===== src/rtl/audio_fx_scheduler_if.sv =====
// Audio scheduler bus: effect triggers, ROM address/data pairs and the mixed codec word.
// The master side is the scheduler; the slave side is the game logic, ROMs and codec.
interface audio_fx_scheduler_if #(
    parameter int unsigned BG_AW = 19,
    parameter int unsigned FX_AW = 16
);
    logic [3:0]        req;
    logic              bg_en;
    logic [BG_AW-1:0]  bg_addr;
    logic [FX_AW+1:0]  fx_addr;
    logic signed [5:0] bg_sample;
    logic signed [5:0] fx_sample;
    logic signed [31:0] sound;
    logic              busy;
    logic [1:0]        fx_sel;
    logic              done;

    modport master (
        input  req, bg_en, bg_sample, fx_sample,
        output bg_addr, fx_addr, sound, busy, fx_sel, done
    );

    modport slave (
        output req, bg_en, bg_sample, fx_sample,
        input  bg_addr, fx_addr, sound, busy, fx_sel, done
    );
endinterface


===== src/rtl/audio_fx_scheduler.sv =====
// Sample-rate scheduler for four prioritised sound effects plus a looping background track.
// Define AUDIO_FX_PREEMPT_EN to let a higher-priority request abort the playing effect.
module audio_fx_scheduler #(
    parameter int unsigned DIV    = 1134,
    parameter int unsigned BG_AW  = 19,
    parameter int unsigned BG_LEN = 377974,
    parameter int unsigned FX_AW  = 16,
    parameter int unsigned LEN0   = 48279,
    parameter int unsigned LEN1   = 48279,
    parameter int unsigned LEN2   = 48279,
    parameter int unsigned LEN3   = 48279
) (
    input logic                  CLOCK_50,
    input logic                  reset,
    audio_fx_scheduler_if.master bus
);
    localparam int unsigned CW = (DIV > 1) ? $clog2(DIV) : 1;
    localparam logic [FX_AW:0] L0 = (FX_AW+1)'(LEN0);
    localparam logic [FX_AW:0] L1 = (FX_AW+1)'(LEN1);
    localparam logic [FX_AW:0] L2 = (FX_AW+1)'(LEN2);
    localparam logic [FX_AW:0] L3 = (FX_AW+1)'(LEN3);

    typedef enum logic [1:0] {StIdle, StLoad, StPlay} state_e;

    state_e            state;
    logic [CW-1:0]     tick_cnt;
    logic              tick;
    logic [3:0]        req_q, req_edge, pending, clr;
    logic [1:0]        pick, fx_sel;
    logic              preempt, done;
    logic [FX_AW-1:0]  offset;
    logic [FX_AW:0]    len;
    logic [BG_AW-1:0]  bg_addr;
    logic              bg_act_d, fx_act_d;
    logic signed [6:0] bg_ext, fx_ext, mix;
    logic signed [31:0] sound;

    function automatic logic [FX_AW:0] len_of(input logic [1:0] sel);
        unique case (sel)
            2'd0: return L0;
            2'd1: return L1;
            2'd2: return L2;
            2'd3: return L3;
        endcase
    endfunction

    always_comb begin
        tick     = (tick_cnt == CW'(DIV - 1));
        req_edge = bus.req & ~req_q;
        pick     = pending[0] ? 2'd0 : pending[1] ? 2'd1 : pending[2] ? 2'd2 : 2'd3;
`ifdef AUDIO_FX_PREEMPT_EN
        // pick is the lowest pending index, so pick < fx_sel means a higher priority waits
        preempt = (state == StPlay) && (|pending) && (pick < fx_sel);
`else
        preempt = 1'b0;
`endif
        clr = 4'b0000;
        if (((state == StIdle) && (|pending)) || preempt) clr = 4'b0001 << pick;
        bg_ext = bg_act_d ? {bus.bg_sample[5], bus.bg_sample} : 7'sd0;
        fx_ext = fx_act_d ? {bus.fx_sample[5], bus.fx_sample} : 7'sd0;
        mix    = bg_ext + fx_ext;
    end

    always_ff @(posedge CLOCK_50 or posedge reset) begin
        if (reset) begin
            tick_cnt <= '0;
            req_q    <= '0;
            pending  <= '0;
            bg_addr  <= '0;
            bg_act_d <= 1'b0;
            fx_act_d <= 1'b0;
            sound    <= '0;
        end else begin
            tick_cnt <= tick ? '0 : tick_cnt + CW'(1);
            req_q    <= bus.req;
            // a fresh edge wins over a same-cycle clear so retriggers are never lost
            pending  <= (pending & ~clr) | req_edge;
            if (bus.bg_en && tick) begin
                bg_addr <= (bg_addr == BG_AW'(BG_LEN - 1)) ? '0 : bg_addr + BG_AW'(1);
            end
            bg_act_d <= bus.bg_en;
            fx_act_d <= (state == StPlay);
            sound    <= {mix, 25'b0};
        end
    end

    always_ff @(posedge CLOCK_50 or posedge reset) begin
        if (reset) begin
            state  <= StIdle;
            fx_sel <= 2'd0;
            offset <= '0;
            len    <= '0;
            done   <= 1'b0;
        end else begin
            done <= 1'b0;
            unique case (state)
                StIdle: begin
                    if (|pending) begin
                        fx_sel <= pick;
                        offset <= '0;
                        state  <= StLoad;
                    end
                end
                StLoad: begin
                    offset <= '0;
                    len    <= len_of(fx_sel);
                    state  <= StPlay;
                end
                StPlay: begin
                    if (preempt) begin
                        fx_sel <= pick;
                        offset <= '0;
                        state  <= StLoad;
                    end else if (tick) begin
                        if ({1'b0, offset} == len - (FX_AW+1)'(1)) begin
                            done  <= 1'b1;
                            state <= StIdle;
                        end else begin
                            offset <= offset + FX_AW'(1);
                        end
                    end
                end
                default: state <= StIdle;
            endcase
        end
    end

    assign bus.bg_addr = bg_addr;
    assign bus.fx_addr = {fx_sel, offset};
    assign bus.sound   = sound;
    assign bus.busy    = (state != StIdle);
    assign bus.fx_sel  = fx_sel;
    assign bus.done    = done;
endmodule


===== src/flat_wrapper.sv =====
// flat-port wrapper written by rule: the top's interface ports become plain ports
module audio_fx_scheduler_flat 
#(
    parameter int unsigned DIV    = 1134,
    parameter int unsigned BG_AW  = 19,
    parameter int unsigned BG_LEN = 377974,
    parameter int unsigned FX_AW  = 16,
    parameter int unsigned LEN0   = 48279,
    parameter int unsigned LEN1   = 48279,
    parameter int unsigned LEN2   = 48279,
    parameter int unsigned LEN3   = 48279
)
  (CLOCK_50, reset, bus_req, bus_bg_en, bus_bg_sample, bus_fx_sample, bus_bg_addr, bus_fx_addr, bus_sound, bus_busy, bus_fx_sel, bus_done);
  audio_fx_scheduler_if #(.BG_AW(BG_AW), .FX_AW(FX_AW)) bus_i ();
  input logic CLOCK_50;
  input logic reset;
  input wire logic [$bits(bus_i.req)-1:0] bus_req;
  input wire logic [$bits(bus_i.bg_en)-1:0] bus_bg_en;
  input wire logic [$bits(bus_i.bg_sample)-1:0] bus_bg_sample;
  input wire logic [$bits(bus_i.fx_sample)-1:0] bus_fx_sample;
  output wire logic [$bits(bus_i.bg_addr)-1:0] bus_bg_addr;
  output wire logic [$bits(bus_i.fx_addr)-1:0] bus_fx_addr;
  output wire logic [$bits(bus_i.sound)-1:0] bus_sound;
  output wire logic [$bits(bus_i.busy)-1:0] bus_busy;
  output wire logic [$bits(bus_i.fx_sel)-1:0] bus_fx_sel;
  output wire logic [$bits(bus_i.done)-1:0] bus_done;
  assign bus_i.req = bus_req;
  assign bus_i.bg_en = bus_bg_en;
  assign bus_i.bg_sample = bus_bg_sample;
  assign bus_i.fx_sample = bus_fx_sample;
  assign bus_bg_addr = bus_i.bg_addr;
  assign bus_fx_addr = bus_i.fx_addr;
  assign bus_sound = bus_i.sound;
  assign bus_busy = bus_i.busy;
  assign bus_fx_sel = bus_i.fx_sel;
  assign bus_done = bus_i.done;
  audio_fx_scheduler #(.DIV(DIV), .BG_AW(BG_AW), .BG_LEN(BG_LEN), .FX_AW(FX_AW), .LEN0(LEN0), .LEN1(LEN1), .LEN2(LEN2), .LEN3(LEN3)) u_core (.CLOCK_50(CLOCK_50), .reset(reset), .bus(bus_i));
endmodule

===== config.mk =====
export PLATFORM = sky130hd
export DESIGN_NAME = audio_fx_scheduler_flat
export DESIGN_NICKNAME = d
export VERILOG_FILES = /design/src/rtl/audio_fx_scheduler_if.sv /design/src/rtl/audio_fx_scheduler.sv /design/src/flat_wrapper.sv
export SDC_FILE = /design/constraint.sdc
export NUM_CORES = 1
export LEC_CHECK = 0
export BUFFER_PORTS_ARGS = -buffer_cell sky130_fd_sc_hd__buf_2
export CAP_MARGIN = 10
export CORE_MARGIN = 2
export CORE_UTILIZATION = 48
export CTS_CLUSTER_DIAMETER = 60
export DETAILED_ROUTE_END_ITERATION = 8
export PLACE_DENSITY_LB_ADDON = 0.15
export SETUP_SLACK_MARGIN = 0.2
export SYNTH_ARGS = -nofsm -noshare
export SYNTH_HDL_FRONTEND = slang
export SYNTH_SLANG_ARGS = --single-unit
export TNS_END_PERCENT = 5

===== constraint.sdc =====
create_clock -name CLOCK_50 -period 2 [get_ports CLOCK_50]
set_input_delay 0.4 -clock CLOCK_50 [delete_from_list [all_inputs] [get_ports CLOCK_50]]
set_output_delay 0.4 -clock CLOCK_50 [all_outputs]
set_load 0.005 [all_outputs]

Word-level counts from Yosys, hierarchy flattened --
Index checks and enable logic that the tools add are counted.
Cells by class: $add $sub $neg 5, reductions and logical operators 11, multiplexer cells 20, equality and inequality tests 12, bitwise operators 5, shift-type cells 1
Operators by type and width (count):
- 2-to-1 mux 16 bit | 3
- one-hot mux 16 bit (3 select lines) | 1
- adder 19 x 1 -> 19 bit (second input constant) | 1
- equality test 19 bit (second input constant) | 1
- 2-to-1 mux 19 bit | 1
- equality test 16 x 17 -> 1 bit | 1
- 2-to-1 mux 17 bit | 1
- subtractor 17 x 1 -> 17 bit (second input constant) | 1
- adder 16 x 1 -> 16 bit (second input constant) | 1
- 2-to-1 mux 7 bit | 2
- adder 11 x 1 -> 11 bit (second input constant) | 1
- equality test 11 bit (second input constant) | 1
- 2-to-1 mux 11 bit | 1
- 2-to-1 mux 2 bit | 5
- AND 4 bit | 2
- NOT 4 bit | 2
- OR reduction 4 bit | 2
- adder 7 bit | 1
- equality test 2 bit (second input constant) | 3
- != test 2 bit (second input constant) | 3
- one-hot mux 2 bit (3 select lines) | 1
- equality test 2 x 1 -> 1 bit (second input constant) | 2
- zero test 2 bit | 2
- 2-to-1 mux 1 bit | 4
- other kinds (10) | 11
Storage, ports and cells: output and inout bits 73, register bits after elaboration 85, bits of input ports 19

Depth between registers and ports, before layout --
Gate-level depths: netlist of the first run.
depth in word-level cells 8, mapped depth 9, depth with buffers taken out 8

Worst setup path before layout of the first run --
No wires, ideal clock.
path type register -> register, start point register u_core.tick_cnt[1], end point register u_core.bg_addr[15] (netlist: u_core.bus.bg_addr[15]), required time 1.865 ns, setup slack -0.014 ns, clock period less this slack 2.014 ns, arrival time 1.879 ns, stages on the path, launching flop included 9, cell sequence dfrtp_1 inv_1 ha_1 nand4bb_1 or4_1 buf_2 nor4_1 xnor2_1 nor2_1
Between the ends: word-level cells in the longest chain between the ends 2
RTL lines:
- from (decl) | line audio_fx_scheduler.sv:26 | logic [CW-1:0] tick_cnt;
- from (signal assigned) | line audio_fx_scheduler.sv:74 | tick_cnt <= tick ? '0 : tick_cnt + CW'(1);
- equality test 11 bit | line audio_fx_scheduler.sv:48 | tick = (tick_cnt == CW'(DIV - 1));
- logical AND 1 bit | line audio_fx_scheduler.sv:78 | if (bus.bg_en && tick) begin
- to (signal assigned) | line audio_fx_scheduler.sv:79 | bg_addr <= (bg_addr == BG_AW'(BG_LEN - 1)) ? '0 : bg_addr + BG_AW'(1);
- to (decl) | line audio_fx_scheduler.sv:33 | logic [BG_AW-1:0] bg_addr;
No other way between the ends. A chain may end at the register's enable or synchronous reset.

Worst setup path in the final report of the first run --
start point register u_core.offset[6], end point register u_core.offset[3]
Between the ends: word-level cells in the longest chain between the ends 3
RTL lines:
- from (decl) | line audio_fx_scheduler.sv:31 | logic [FX_AW-1:0] offset;
- from (signal assigned) | line audio_fx_scheduler.sv:119 | offset <= offset + FX_AW'(1);
- equality test 16 x 17 -> 1 bit | line audio_fx_scheduler.sv:115 | if ({1'b0, offset} == len - (FX_AW+1)'(1)) begin
- != test 2 bit (no line)
- AND reduction 4 bit (no line)
No other way between the ends.

==> results.txt, run 1 <==
WP data arrival: 2300 ps
Clock Sinks: 69
antenna violations before repair: 0
YS warnings: 0
Max-slew headroom: 55.7%
Starting Density: 48.8%
Least-Margin Pin Slew: 663 ps
PnR worst setup slack: -66.9 ps
1st-pass router iterations: 4
commonest non-fill, non-tap cell in the layout: dfrtp_1
Hold Path Class: in2async
Design Area, Final: 4840 um^2
Setup Crit Path Kind: reg2reg
Hold-fix buffers, CTS: 0
final net count: 521
final hold violation count: 0
clk root buf: clkbuf_8
EDFF count, synth: 0
Synth Register Bits: 69
Avg Inst Size Synth: 9.69 um^2
Synth top area share: 46.3%
Inserted Clock Buffers: 9
crit-path max cell delay: 560 ps
wire length per cell: 14.7 um
final WL: 8750 um
Setup Skew: 5.54 ps
period utilization: 103%
chip width: 92.2 um
CP Data Required Time: 2230 ps
largest area contributor in the synthesized netlist: dfrtp_1
Peak VDD IR: 323 uV
sw frac: 22.0%
Via density: 5.35
Clock Path Buffers: 2
P_sw: 0.598 mW
Area Growth Syn to Fin: 29.8%
cell count along the critical path: 6
synth unique cells: 49
Final setup violation count: 13
DRT antenna net count: 0
synthesized cell area: 3730 um^2
CP max-delay cell: or4_4
first-pass GRT wire length: 13900 um
worst path cell trace: or4_4 -> nor4_4 -> buf_4 -> a2111oi_1 -> xor2_1 -> a22o_1
residual DRC count: 0
fin crit period: 2070 ps
Die Ht: 92.2 um
IO buf count: 66
CP delay by family, top: simple AND/OR/NAND/NOR gates
Ports: 92
outcome: finished, violations left
leak pwr: 2.31 nW
cells after synthesis: 385
worst reg2reg path depth: 6
ys async rst share: 100%
largest net degree at the start of global routing: 70
Buf/Inv on CP: 1
die area: 8500 um^2
number of max-cap violations: 0
cell row count: 32
Worst Path Max Fanout: 5
Comb pwr share: 6.2%
share of layout cells above drive strength 1: 33.5%
Int Pwr: 2.12 mW
Clk pwr share: 41.2%
CTS tree: yes
Seq/Total Area, Yosys: 46.3%
insertion delay to the later sink of the worst-skew pair: 340 ps
Pwr Density: 561 nW/um^2
vias: 3175
Fmax achieved: 484 MHz
Final Slew Violations: 0
Synth Flop Type: dfrtp_1
total track usage: 20.5%
clock slew at reported path FFs: 70 ps
hpwl dp: 5910 um
final RePlAce weighted congestion: 0.878
Core Area: 7650 um^2
final setup TNS: -317 ps
H-Tree Depth: 3
synth top area cells: dfrtp_1, buf_4, nor2_1
diode count: 0
vias in the first global route: 2972
Seq pwr share: 52.5%
Non-Filler Instances: 594
failing checks: setup timing
Startpoint Class: register
RSZ-0062 raised after global routing: yes
total grt overflow: 0
Post-Place Cell Area: 4310 um^2
Setup crit end kind: register
placed cells: 578
initial drt markers: 138
commonest non-fill, non-tap cells in the layout: dfrtp_1, buf_2, buf_4
worst paths after layout:
| path | from | endpoint | slack, ps |
|---|---|---|---|
| worst max-delay path | u_core.offset[6] | u_core.offset[3] | -70 |
| worst min-delay path | reset | u_core.bus.bg_addr[0] | 150 |
| min in group CLOCK_50 | bus_req[2] | u_core.req_q[2] | 180 |
| worst min register to register | u_core.req_q[3] | u_core.pending[3] | 420 |
| worst max register to register | u_core.offset[6] | u_core.offset[3] | -70 |
| max in group asynchronous | reset | u_core.offset[8] | 1560 |
state kept, by name, indices dropped and copies added (netlist names):
name and count:
u_core.bus.sound 7, u_core.len 1, u_core.bg_act_d 1, u_core.offset 16, u_core.req_q 4, u_core.bus.done 1, u_core.pending 4, u_core.fx_act_d 1
u_core.bus.fx_sel 2, u_core.state 2, u_core.bus.bg_addr 19, u_core.tick_cnt 11
worst min-delay path, stage by stage:
cell and delay [ps]:
buf_2 110, clkinvlp_4 70, buf_12 310
power groups by stage:
stage | clock (mW) | sequential, mW | combinational [mW]
2_1_floorplan | 0 | 1.46 | 0.118
3_3_place_gp | 0 | 1.45 | 0.154
3_5_place_dp | 0 | 1.46 | 0.156
4_1_cts | 1.14 | 1.43 | 0.161
5_1_grt | 1.20 | 1.43 | 0.192
6_report | 1.12 | 1.43 | 0.169
cells by family after synthesis:
logic type,synth area share [%]
muxes,0.838
adders and majority gates,4.22
other,0.100
and+or+nand+nor,23.7
xor gates and xnor gates,6.81
AOI/OAI and AO/OA,9.69
DFF,46.3
buffers and inverters,8.38
synthesized netlist by cell type, drive strengths merged (3+ instances only):
library cell and number:
dfrtp 69, nor2 37, buf 31, o21ai 26
nand2 24, nand3 16, nand4 16, a21oi 15
xnor2 15, inv 14, xor2 14, and2 13
ha 11, or3 10, nor3 9, nor4 9
and3 7, nand2b 7, clkbuf 5, o31ai 4
or4 4, a21o 3
through the flow:
step | setup slack [ps] | hold WS, ps | utilization, % | total power, mW
final | -66.9 | 151 | 63.3 | 2.72
after global routing | -121 | 170 | 63.3 | 2.82
after CTS | -101 | 168 | 60.6 | 2.73
after detailed placement | -155 | 418 | 56.4 | 1.61
after global placement | -122 | 403 | 56.4 | 1.61
after floorplan | -13.9 | 400 | - | 1.58
layer usage:
metal	routed length, um	vias to the layer above	global-route usage, %	part of all wire, %
li1	-	1523	-	-
met4	180	0	8.71	2.1
met1	3870	1535	27.3	44
met2	4250	103	33.1	49
met3	448	14	3.37	5.1
met5	0	-	0	0
what timing repair did:
item / CTS / global route
buffers inserted: 0 / 1
setup endpoints to repair: 38 / 41
gates cloned: 2 / 0
pin swaps: 37 / 44
gates resized for setup: 25 / 38
layout make-up:
cell class / instances / area, um^2
Clock inverter: 2 / 35.0
Fill cell: 654 / 2800
Tap cell: 102 / 128
Timing Repair Buffer: 104 / 647
Clock buffer: 11 / 151
Inverter: 14 / 56.3
Sequential cell: 69 / 1730
Multi-Input combinational cell: 292 / 2100
Power figures use the tool's default switching activity.
==> run 2: changes to the inputs <==
--- a/config.mk
+++ b/config.mk
@@ -7,6 +7,7 @@
 export LEC_CHECK = 0
 export BUFFER_PORTS_ARGS = -buffer_cell sky130_fd_sc_hd__buf_2
 export CAP_MARGIN = 10
+export CORE_ASPECT_RATIO = 0.6
 export CORE_MARGIN = 2
 export CORE_UTILIZATION = 48
 export CTS_CLUSTER_DIAMETER = 60
==> run 2 against run 1 <==
The flow still finishes with violations (setup timing). Critical endpoint is now u_core.bus.bg_addr[10]. Routed wire length rose by 7.1%. Final cell count grew 1.7%. Largest cell class unchanged. Design area is 2.0% higher. Sequential share of layout area decreased by 0.73 points. Clock skew shrank 0.58 ps. Via count is 2.3% higher.
==> results.txt, run 2 (same netlist as run 1, synthesis figures left out) <==
Pwr Density: 613 nW/um^2
clk root buf: clkbuf_16
Tot Pwr: 3.03 mW
outcome: finished, violations left
failing checks: setup timing
H-Tree Depth: 3
Peak VDD IR: 567 uV
Clk pwr share: 47.2%
final hold violation count: 0
Fmax achieved: 490 MHz
clock slew at reported path FFs: 60 ps
Int Pwr: 2.33 mW
WP data arrival: 2260 ps
Hold-fix buffers, CTS: 0
total grt overflow: 0
final WL: 9370 um
Via density: 5.38
Starting Density: 50.5%
final RePlAce weighted congestion: 0.884
worst path cell trace: inv_1 -> ha_1 -> nand4bb_1 -> buf_4 -> or4_4 -> buf_6 -> nor3b_4 -> xnor2_1 -> nor2_1
Hold Worst Slack: 107 ps
Largest regs: u_core.bus.bg_addr (19), u_core.offset (16), u_core.tick_cnt (11)
sw frac: 23.2%
Reg2Reg Setup Slack: -40 ps
Die Ht: 72.3 um
antenna violations before repair: 0
Clock Path Buffers: 2
number of max-cap violations: 0
Final setup violation count: 5
Hold Path Class: in2async
hpwl dp: 6340 um
Ports: 92
wire length per cell: 15.5 um
max reg flops: 19
Core Area: 7390 um^2
commonest non-fill, non-tap cells in the layout: dfrtp_1, buf_2, buf_4
CP Data Required Time: 2230 ps
period utilization: 102%
Top reg by flops: u_core.bus.bg_addr
Worst Path Max Fanout: 5
total track usage: 22.5%
Startpoint Class: register
insertion delay to the later sink of the worst-skew pair: 340 ps
chip width: 118 um
initial drt markers: 255
worst reg2reg path depth: 9
Setup Skew: 4.95 ps
Least-Margin Pin Slew: 582 ps
Clock Sinks: 69
cell row count: 24
DRT antenna net count: 0
commonest non-fill, non-tap cell in the layout: dfrtp_1
CP delay by family, top: simple AND/OR/NAND/NOR gates
vias in the first global route: 2960
r2r startpoint: u_core.tick_cnt[1]
die area: 8520 um^2
residual DRC count: 0
leak pwr: 2.39 nW
Comb pwr share: 5.5%
PnR worst setup slack: -39.5 ps
CP max-delay cell: or4_4
Max-slew headroom: 61.1%
1st-pass router iterations: 5
diode count: 0
Buf/Inv on CP: 3
IO buf count: 66
largest net degree at the start of global routing: 47
Setup crit end kind: register
Final Slew Violations: 0
Area Growth Syn to Fin: 32.4%
first-pass GRT wire length: 14800 um
P_sw: 0.704 mW
CTS tree: yes
Setup Crit Path Kind: reg2reg
Seq pwr share: 47.2%
share of layout cells above drive strength 1: 35.0%
crit-path max cell delay: 480 ps
Layout Utilization: 66.9%
final net count: 526
RSZ-0062 raised after global routing: yes
fin crit period: 2040 ps
vias: 3247
pre-CTS setup slack: -88.1 ps
final setup TNS: -99.2 ps
R2R Path End: u_core.bus.bg_addr[10]
Inserted Clock Buffers: 9
## run 2: cell count changes in the layout (fill, tap and decap cells not counted), sizes merged
cell	change
a31o	-2
buf	+7
bufinv	-1
clkbuf	-2
clkinv	+3
clkinvlp	+3
## run 2: worst max-delay path by stage
| stage | start | to | slack, ps | cells past startpoint |
|---|---|---|---|---|
| floorplan | u_core.tick_cnt[1] | u_core.bus.bg_addr[15] | -10 | 8 |
| global placement | u_core.tick_cnt[1] | u_core.offset[8] | -50 | 7 |
| detailed placement | u_core.tick_cnt[1] | u_core.offset[8] | -90 | 7 |
| CTS | u_core.tick_cnt[1] | u_core.offset[15] | -20 | 8 |
| global route | u_core.tick_cnt[1] | u_core.bus.bg_addr[10] | -130 | 9 |
| finish | u_core.tick_cnt[1] | u_core.bus.bg_addr[10] | -40 | 9 |
## run 2: per-layer routing
layer / GRT usage [%] / vias to the layer above / share of wire, %
met1: 32.3 / 1560 / 48
met3: 6.92 / 20 / 7.7
met5: 0 / - / 0
li1: - / 1529 / -
met2: 32.6 / 138 / 43
met4: 7.23 / 0 / 1.6
## run 2: timing repair
item                                    CTS  global route
endpoints found under the setup margin   33            38
pin swaps                                39            10
gates resized for setup                  51            17
setup buffers                             6             0
## run 2: power by group through the flow
stage	Clock (mW)	Combinational (mW)	Sequential [mW]
after floorplan	0	0.118	1.46
after global placement	0	0.154	1.46
after detailed placement	0	0.158	1.45
after CTS	1.47	0.163	1.43
after global routing	1.53	0.187	1.43
final	1.43	0.167	1.43
## run 2: per-stage QoR
step / instances / cell area (um^2)
after CTS: 604 / 4850
final: 604 / 4940
after floorplan: 409 / 3830
after detailed placement: 582 / 4330
after global routing: 604 / 4940
after global placement: 582 / 4330
## run 2: final cells by class
| cell class | count | area, um^2 |
|---|---|---|
| sequential | 69 | 1730 |
| inverter | 14 | 56.3 |
| multi-input combinational | 290 | 2060 |
| fill | 604 | 2450 |
| tap | 104 | 130 |
| timing repair buffer | 111 | 703 |
| clock inverter | 7 | 42.5 |
| clock buffer | 9 | 225 |
